### src/rtl/universal_shift_reg.sv
// Parametrised universal shift register: load, shift/rotate with serial taps, clear, and a
// per-word shift counter. Define ROTATE_EN to build the rotate datapath (modes 100/101).
module universal_shift_reg #(
    parameter int unsigned WIDTH = 4,
    localparam int unsigned CNT_W = $clog2(WIDTH + 1)
) (
    input  logic             clk,
    input  logic             rst,
    input  logic             en,
    input  logic [2:0]       mode,
    input  logic [WIDTH-1:0] parallel_in,
    input  logic             serial_in_r,
    input  logic             serial_in_l,
    output logic [WIDTH-1:0] parallel_out,
    output logic             serial_out_l,
    output logic             serial_out_r,
    output logic [CNT_W-1:0] shift_cnt,
    output logic             word_done
);

    typedef enum logic [2:0] {
        ModeHold = 3'b000,
        ModeLoad = 3'b001,
        ModeShl  = 3'b010,
        ModeShr  = 3'b011,
        ModeRotl = 3'b100,
        ModeRotr = 3'b101,
        ModeClr  = 3'b110,
        ModeRsvd = 3'b111
    } mode_e;

    localparam logic [CNT_W-1:0] CntLast = CNT_W'(WIDTH - 1);

    mode_e            op;
    logic [WIDTH-1:0] q_q, q_d;
    logic [CNT_W-1:0] cnt_q, cnt_d;
    logic             done_q, done_d;
    logic             is_shift;

    assign op = mode_e'(mode);

    always_comb begin
        q_d      = q_q;
        cnt_d    = cnt_q;
        done_d   = 1'b0;
        is_shift = 1'b0;
        if (en) begin
            case (op)
                ModeLoad: begin
                    q_d   = parallel_in;
                    cnt_d = '0;
                end
                ModeShl: begin
                    q_d      = {q_q[WIDTH-2:0], serial_in_r};
                    is_shift = 1'b1;
                end
                ModeShr: begin
                    q_d      = {serial_in_l, q_q[WIDTH-1:1]};
                    is_shift = 1'b1;
                end
`ifdef ROTATE_EN
                ModeRotl: begin
                    q_d      = {q_q[WIDTH-2:0], q_q[WIDTH-1]};
                    is_shift = 1'b1;
                end
                ModeRotr: begin
                    q_d      = {q_q[0], q_q[WIDTH-1:1]};
                    is_shift = 1'b1;
                end
`endif
                ModeClr: begin
                    q_d   = '0;
                    cnt_d = '0;
                end
                default: ;
            endcase

            // The WIDTH-th shift of a word wraps the count and flags completion.
            if (is_shift) begin
                if (cnt_q == CntLast) begin
                    cnt_d  = '0;
                    done_d = 1'b1;
                end else begin
                    cnt_d = cnt_q + CNT_W'(1);
                end
            end
        end
    end

    always_ff @(posedge clk or negedge rst) begin
        if (!rst) begin
            q_q    <= '0;
            cnt_q  <= '0;
            done_q <= 1'b0;
        end else begin
            q_q    <= q_d;
            cnt_q  <= cnt_d;
            done_q <= done_d;
        end
    end

    assign parallel_out = q_q;
    assign serial_out_l = q_q[WIDTH-1];
    assign serial_out_r = q_q[0];
    assign shift_cnt    = cnt_q;
    assign word_done    = done_q;

endmodule

### config.mk
export PLATFORM = sky130hd
export DESIGN_NAME = universal_shift_reg
export DESIGN_NICKNAME = d
export VERILOG_FILES = /design/src/rtl/universal_shift_reg.sv
export SDC_FILE = /design/constraint.sdc
export NUM_CORES = 1
export LEC_CHECK = 0
export ABC_AREA = 1
export ABC_CLOCK_PERIOD_IN_PS = 1300
export CORE_AREA = 5 5 42 44
export CTS_BUF_LIST = sky130_fd_sc_hd__clkbuf_16
export DETAILED_ROUTE_END_ITERATION = 16
export DIE_AREA = 0 0 47 49
export GPL_TIMING_DRIVEN = 0
export PLACE_DENSITY = 0.73
export SLEW_MARGIN = 30
export SYNTH_ARGS = -nofsm -noshare
export SYNTH_HDL_FRONTEND = slang
export SYNTH_SLANG_ARGS = --single-unit
### constraint.sdc
create_clock -name clk -period 1.3 [get_ports clk]
set_clock_uncertainty 0.05 [all_clocks]
set_input_delay 0.13 -clock clk [delete_from_list [all_inputs] [get_ports clk]]
set_output_delay 0.13 -clock clk [all_outputs]
set_load 0.02 [all_outputs]
==> After elaboration in Yosys (flattened, before gate mapping) <==
Index checks and enable logic that the tools add are counted.
{ "totals": {"register_bits": 8, "in_bits": 12, "elab_cells": 24} }
{ "op_classes": {"addsub": 1, "eq_ne": 5, "n_mux": 9, "reduce_logical": 6} }
{ "op_table": {"columns": ["op", "count"], "rows": [
  ["$pmux 4 s4", 1],
  ["$eq 3x2->1 const B", 3],
  ["$mux 3", 3],
  ["$mux 1", 5],
  ["$reduce_and 2->1", 2],
  ["$reduce_bool 4->1", 1],
  ["$reduce_or 2->1", 2],
  ["$add 3x1->3 const B", 1],
  ["$eq 3x1->1 const B", 1],
  ["$eq 3x3->1 const B", 1],
  ["$reduce_bool 2->1", 1]
]} }

==> Depth between registers and ports, before layout <==
Gate-level depths: netlist of run 1.
{ "logic_depth": {"depth_word": 6, "ltp_mapped": 8, "depth_no_buf": 7} }

==> Worst setup path after synthesis of run 1 <==
Ideal clock, no wire load.
{ "synth_timing": {"path_kind": "register to register", "startpoint": "reg cnt_q[0] (netlist: shift_cnt[0])", "endpoint": "reg cnt_q[0] (netlist: shift_cnt[0])", "setup_time_ns": 0.077, "arrival_time_ns": 0.966, "setup_slack_ns": 0.207, "stages_incl_launch_ff": 5, "n_path_buf": 0, "synth_period_minus_slack_ns": 1.093, "cell_sequence": "dfrtp_1 -> ha_1 -> nand2_1 -> nand3_1 -> o21ai_1"} }
{ "synth_between": {"elab_chain_len": 3} }
{ "synth_rtl": {"columns": ["element", "line", "source"], "rows": [
  ["start, declared", "36", "logic [CNT_W-1:0] cnt_q, cnt_d;"],
  ["start signal, assigned", "97", "cnt_q <= cnt_d;"],
  ["$add 3x1->3 / $eq 3x2->1 (equally long branches)", "84, 80", null],
  ["$mux 3 (*)", "80", "if (cnt_q == CntLast) begin"],
  ["$mux 3 (*)", "79", "if (is_shift) begin"]
]} }
Every way passes the cells marked *; elsewhere a longest branch is shown, timed or not.
A chain may end at the register's enable or synchronous reset.

==> Worst setup path after layout of run 1 <==
{ "layout_timing": {"startpoint": "reg q_q[0] (netlist: parallel_out[0])", "endpoint": "out parallel_out[0]"} }
{ "layout_rtl": {"columns": ["element", "line", "source"], "rows": [
  ["start, declared", "35", "logic [WIDTH-1:0] q_q, q_d;"],
  ["start signal, assigned", "96", "q_q <= q_d;"],
  ["end, declared", "14", "output logic [WIDTH-1:0] parallel_out,"]
]} }
No word-level cell between the ends.

==> reports/summary.txt, run 1 <==
======================================================================================================
Status .................................................................................. finished clean
Length of routed wiring on met1 .........................................................       581 um
HPWL after detailed placement ...........................................................     947.5 um
Post-synthesis instance total ...........................................................           67
Setup repair bufs after CTS .............................................................            0
Seq/Total Area, Yosys ...................................................................       0.4000
Number of distinct standard cells referenced by the synthesized netlist .................           15
Type of the worst setup path ............................................................   reg -> out
Root buffer cell ........................................................................    clkbuf_16
Total vias in the final route ...........................................................          534
Total number of nets in the final design ................................................          105
Startpoint type of the worst setup path .................................................         flop
Arrival time at the worst endpoint ......................................................      1090 ps
Worst slack at placement ................................................................    -204.7 ps
WP data required ........................................................................      1120 ps
Met2 routed wirelength ..................................................................       543 um
Number of max-slew violations in the final report .......................................            0
Proportion of layout cells with a drive suffix above 1 ..................................       0.1778
Gp weighted congestion ..................................................................       0.7367
Max Clock Freq ..........................................................................   0.7893 GHz
Max H-tree Level ........................................................................            1
Initial cell density of the core ........................................................       0.3571
Number of synthesis warnings ............................................................            0
Slew at the pin closest to its max-slew limit ...........................................     372.3 ps
Post-synthesis sequential element count .................................................            8
Horizontal die dimension ................................................................        47 um
Finish-stage setup viols ................................................................            0
Final total negative setup slack ........................................................         0 ps
Count of clock tree sinks ...............................................................            8
Number of optimization iterations in the first detailed-route pass ......................            6
Netlist area before placement ...........................................................   500.5 um^2
Critical path peak fanout ...............................................................            4
# IOs ...................................................................................           22
Class of the tightest hold or removal check .............................................  in -> async
Top routing layer in use ................................................................         met4
1st-iter DRT viols ......................................................................           10
Final standard cell utilization of the core .............................................       0.5625
Average wire per standard cell ..........................................................     11.89 um
Total number of placement rows ..........................................................           14
Via count of the first global-routing pass ..............................................          489
N_diodes ................................................................................            0
Overall die area ........................................................................    2303 um^2
Maximum number of pins on one net before global-route repair ............................           11
# DRC ...................................................................................            0
Crit path setup slack, layout ...........................................................     33.13 ps
Placeable Area ..........................................................................    1401 um^2
Standby leakage power ...................................................................    0.4099 nW
Worst slew margin .......................................................................       0.7510
Overall Global Routing Usage ............................................................       0.1294
Buffers on Ports ........................................................................           20
Fin. Hold Viols .........................................................................            0
Total global routing overflow ...........................................................            0
Die height ..............................................................................        49 um
Clock transition at the register clock pins on the worst setup and hold paths after CTS .        40 ps
Post-DRT Antenna Nets ...................................................................            0
Capturing element type of the critical path ............................................. primary output
Initial antenna violation count .........................................................            0
Hold-fix buffers, CTS ...................................................................            0
Sum of met3 wire segment lengths after detailed routing .................................       100 um
Maximum resistive drop on vdd ...........................................................  0.0007628 V
Max-cap viol count ......................................................................            0
Vias per cell ...........................................................................        5.038
Total power density per cell area ....................................................... 1459 nW/um^2
Fill cell total of the finished layout ..................................................          150
Area growth from synthesis to layout ....................................................       57.50%
Clock latency of the later-clocked register in the worst-skew pair ......................       240 ps
Number of buffers on the longest clock path .............................................            2
DRT Wirelength ..........................................................................     1.260 mm
First-pass GRT wire length ..............................................................     2.132 mm
Mean cell area of the mapped netlist ....................................................   7.470 um^2
Number of buffers created by CTS ........................................................            3
Fin crit share ..........................................................................       0.9745
Clock tree from TritonCTS ...............................................................          yes
Final critical delay including setup and external delays ................................      1267 ps
Net count after synthesis ...............................................................           80
Setup repair after global routing missed its margin .....................................        false
======================================================================================================
sequential cells by signal, indices dropped and copies added (netlist names):
name	cells
parallel_out	4
shift_cnt	3
word_done	1
area by class of cell:
cell class / count / area, um^2 / area share
Tap cell: 16 / 20.02 / 0.02540
Clock buffer: 3 / 75.07 / 0.09524
Timing Repair Buffer: 20 / 192.7 / 0.2444
Buffer: 4 / 33.78 / 0.04286
Inverter: 7 / 26.28 / 0.03333
Sequential cell: 8 / 200.2 / 0.2540
Multi-Input combinational cell: 48 / 240.2 / 0.3048
report_power, final:
part	internal [mW]	total, mW	leakage, nW	switching [mW]
registers	0.289	0.325	0.104	0.0362
logic	0.132	0.299	0.269	0.168
clock network	0.397	0.526	0.0370	0.129
cell families (layout without fill, tap and decap cells):
logic type / after synthesis / count (layout) / synth area share
adders and majority gates: 1 / 1 / 0.02500
AOI/OAI and AO/OA: 4 / 4 / 0.05501
and+or+nand+nor: 43 / 43 / 0.4000
DFF: 8 / 8 / 0.4000
buffers and inverters: 11 / 34 / 0.1200
cells in the final DEF, fill, tap and decap left out:
cell / Yosys / final
nand3_1: 5 / 5
inv_1: 4 / 4
clkbuf_16: 0 / 3
nor4_1: 1 / 1
nand2_1: 18 / 18
dlygate4sd2_1: 0 / 10
nand2_2: 1 / 1
clkdlybuf4s50_1: 0 / 8
inv_2: 3 / 3
nor2_1: 7 / 7
buf_4: 3 / 3
a21oi_2: 2 / 2
dfrtp_1: 8 / 8
dlymetal6s2s_1: 0 / 2
nand4_1: 8 / 8
ha_1: 1 / 1
buf_6: 1 / 1
o21ai_1: 2 / 2
nor2_2: 3 / 3
metrics by stage:
step | hold slack (ps) | instances | instance area (um^2) | total power, mW
2_1_floorplan | -215.6 | 67 | 500.5 | 0.5020
3_3_place_gp | 393.4 | 103 | 720.7 | 0.6604
3_5_place_dp | 390.1 | 103 | 720.7 | 0.6678
4_1_cts | 147.2 | 106 | 783.3 | 1.160
5_1_grt | 172.4 | 106 | 788.3 | 1.210
6_report | 128.5 | 106 | 788.3 | 1.150
final timing paths:
kind / startpoint / to / slack (ps) / cells past startpoint
min in group clk: mode[2] / word_done / 160 / 2
max in group asynchronous: rst / parallel_out[3] / 800 / 1
min: rst / parallel_out[2] / 130 / 1
max reg2reg: shift_cnt[0] / shift_cnt[1] / 240 / 4
max: parallel_out[0] / parallel_out[0] / 30 / 2
min reg2reg: shift_cnt[0] / shift_cnt[0] / 450 / 1
metal layers:
layer,GRT usage,up-vias
met5,0,-
met1,0.1719,243
li1,-,269
met4,0.08295,0
met3,0.04428,4
met2,0.1719,18
cells in the mapped netlist, drive strengths merged:
master | count | area share
nand2 | 19 | 0.15
nor2 | 10 | 0.090
nor4 | 1 | 0.013
a21oi | 2 | 0.035
inv | 7 | 0.052
ha | 1 | 0.025
dfrtp | 8 | 0.40
nand3 | 5 | 0.050
nand4 | 8 | 0.10
o21ai | 2 | 0.020
buf | 4 | 0.067
worst max-delay path: stages, from the launching register on:
cell and delay, ps:
dfrtp_1 400, buf_4 140, dlygate4sd2_1 310
repair_timing:
action	4_1_cts	5_1_grt
cloned	0	0
setup endpoints to repair	10	7
resized for setup	10	2
(Power assumes the default switching activity.)
==> run 2: changes to the inputs <==
CORE_AREA = 2 2 39 41   (was 5 5 42 44)
DIE_AREA = 0 0 41 43   (was 0 0 47 49)
==> run 2 against run 1 <==
Routed wire length is 14% lower; non-clock buffer count did not move; clock power decreased by 3%; final cell count unchanged; largest power group unchanged; die area down 23%; critical endpoint unchanged.
==> reports/summary.txt, run 2 (synthesis results as in run 1) <==
======================================================================================================
Overall Global Routing Usage ............................................................       0.1410   +0.01162
Length of routed wiring on met1 .........................................................       511 um   -12%
Max-cap viol count ......................................................................            0   unchanged
Maximum number of pins on one net before global-route repair ............................           11   unchanged
Buffers on Ports ........................................................................           20   unchanged
Design Power ............................................................................     1.131 mW   -1.7%
Fin crit share ..........................................................................       0.9644   -0.01015
Number of buffers on the longest clock path .............................................            2   unchanged
Crit path setup slack, layout ...........................................................     46.33 ps   +13.20 ps
Gp weighted congestion ..................................................................       0.7037   -4.5%
Total number of placement rows ..........................................................           14   unchanged
First-pass GRT wire length ..............................................................     1.628 mm   -24%
Clock latency of the later-clocked register in the worst-skew pair ......................       230 ps   about the same
Final critical delay including setup and external delays ................................      1254 ps   -13.20 ps
Max FFs per register ....................................................................            4   unchanged
Standby leakage power ...................................................................    0.4099 nW   unchanged
Top routing layer in use ................................................................         met4
# IOs ...................................................................................           22   unchanged
Clock transition at the register clock pins on the worst setup and hold paths after CTS .        40 ps   about the same
Fin. Hold Viols .........................................................................            0   unchanged
Commonest non-fill, non-tap cells in the layout ......................................... 18 x nand2_1, 10 x dlygate4sd2_1, 8 x nand4_1, 8 x clkdlybuf4s50_1, 8 x dfrtp_1
Total global routing overflow ...........................................................            0   unchanged
Number of buffers created by CTS ........................................................            3   unchanged
Leading cell type in the layout, fill and taps excluded .................................      nand2_1
Average wire per standard cell ..........................................................     10.22 um   -14%
Via count of the first global-routing pass ..............................................          398   -19%
Worst slew margin .......................................................................       0.7466   -0.004444
Standard cell area after detailed placement .............................................   720.7 um^2   unchanged
Slew at the pin closest to its max-slew limit ...........................................     379.0 ps   +6.646 ps
Die height ..............................................................................        43 um   -12%
Critical path peak fanout ...............................................................            4   unchanged
Max Clock Freq ..........................................................................   0.7977 GHz   +1.1%
Total vias in the final route ...........................................................          493   -7.7%
Horizontal die dimension ................................................................        41 um   -13%
Finish-stage setup viols ................................................................            0   unchanged
DRT Wirelength ..........................................................................     1.083 mm   -14%
Capturing element type of the critical path ............................................. primary output
Area growth from synthesis to layout ....................................................       57.50%   unchanged
Root buffer cell ........................................................................    clkbuf_16
Reg-to-reg startpoint ................................................................... shift_cnt[0]
Worst slack at placement ................................................................    -211.5 ps   -6.803 ps
Overall die area ........................................................................    1763 um^2   -23%
Placeable Area ..........................................................................    1384 um^2   -1.2%
Startpoint type of the worst setup path .................................................         flop
Max H-tree Level ........................................................................            1   unchanged
Initial cell density of the core ........................................................       0.3617   +0.004521
Number of max-slew violations in the final report .......................................            0   unchanged
Post-layout instance area ...............................................................   788.3 um^2   unchanged
HPWL after detailed placement ...........................................................     793.5 um   -16%
Arrival time at the worst endpoint ......................................................      1070 ps   -20 ps
Type of the worst setup path ............................................................   reg -> out
Initial antenna violation count .........................................................            0   unchanged
N_diodes ................................................................................            0   unchanged
Final standard cell utilization of the core .............................................       0.5696   +0.007120
Total power density per cell area ....................................................... 1435 nW/um^2   -1.7%
Status .................................................................................. finished clean
Setup repair after global routing missed its margin .....................................        false
Vias per cell ...........................................................................        4.651   -7.7%
Number of optimization iterations in the first detailed-route pass ......................            2   -4
Met2 routed wirelength ..................................................................       470 um   -13%
Hold-fix buffers, CTS ...................................................................            0   unchanged
Clock tree from TritonCTS ...............................................................          yes
Total number of nets in the final design ................................................          105   unchanged
1st-iter DRT viols ......................................................................            7   -3
Sum of met3 wire segment lengths after detailed routing .................................        78 um   -22%
# DRC ...................................................................................            0   unchanged
Launching element of the worst setup path ............................................... parallel_out[0]
Maximum resistive drop on vdd ...........................................................  0.0008264 V   +8.3%
WP data required ........................................................................      1120 ps   about the same
Class of the tightest hold or removal check .............................................  in -> async
Post-DRT Antenna Nets ...................................................................            0   unchanged
Count of clock tree sinks ...............................................................            8   unchanged
Proportion of layout cells with a drive suffix above 1 ..................................       0.1778   unchanged
Tightest hold margin ....................................................................     137.6 ps   +9.044 ps
======================================================================================================
==> run 2: cell counts in the layout (fill, tap and decap cells not counted) <==
No cell type changed its count.
==> run 2: what timing repair did <==
item / 4_1_cts / 5_1_grt
resized for setup: 10 / 2
setup endpoints to repair: 10 / 7
buffers inserted: 0 / 0
==> run 2: worst max-delay path, stage by stage, from the launching register on <==
cell	delay (ps)
dfrtp_1	400
buf_4	140
dlygate4sd2_1	310
==> run 2: layer usage <==
metal  GRT usage  up-vias
met1      0.1894      204
met3     0.06283        4
met2      0.1813       17
met5           0        -
met4     0.08000        0
li1            -      268
==> run 2: cell type report <==
cell class                 count  area (um^2)
inverter                       7        26.28
tap                           16        20.02
fill                         126        595.6
multi-input combinational     48        240.2
timing repair buffer          20        192.7
sequential                     8        200.2
buffer                         4        33.78
clock buffer                   3        75.07
==> run 2: path summary, 6_finish.rpt <==
check                      slack [ps]              end  cells past startpoint
max                                50  parallel_out[0]                      2
min                               140     shift_cnt[0]                      1
max reg2reg                       220     shift_cnt[1]                      4
min reg2reg                       460     shift_cnt[0]                      1
max in group asynchronous         790  parallel_out[2]                      1
min in group clk                  150        word_done                      2
==> run 2: power breakdown <==
part	internal [mW]	switching [mW]	total, mW
registers	0.289	0.0373	0.326
clock network	0.396	0.113	0.509
logic	0.133	0.163	0.296
total	0.818	0.313	1.13
==> run 2: metrics by stage <==
step	setup TNS, ps	cells
2_1_floorplan	0	67
4_1_cts	0	106
3_3_place_gp	-1159	103
6_report	0	106
3_5_place_dp	-1238	103
5_1_grt	0	106
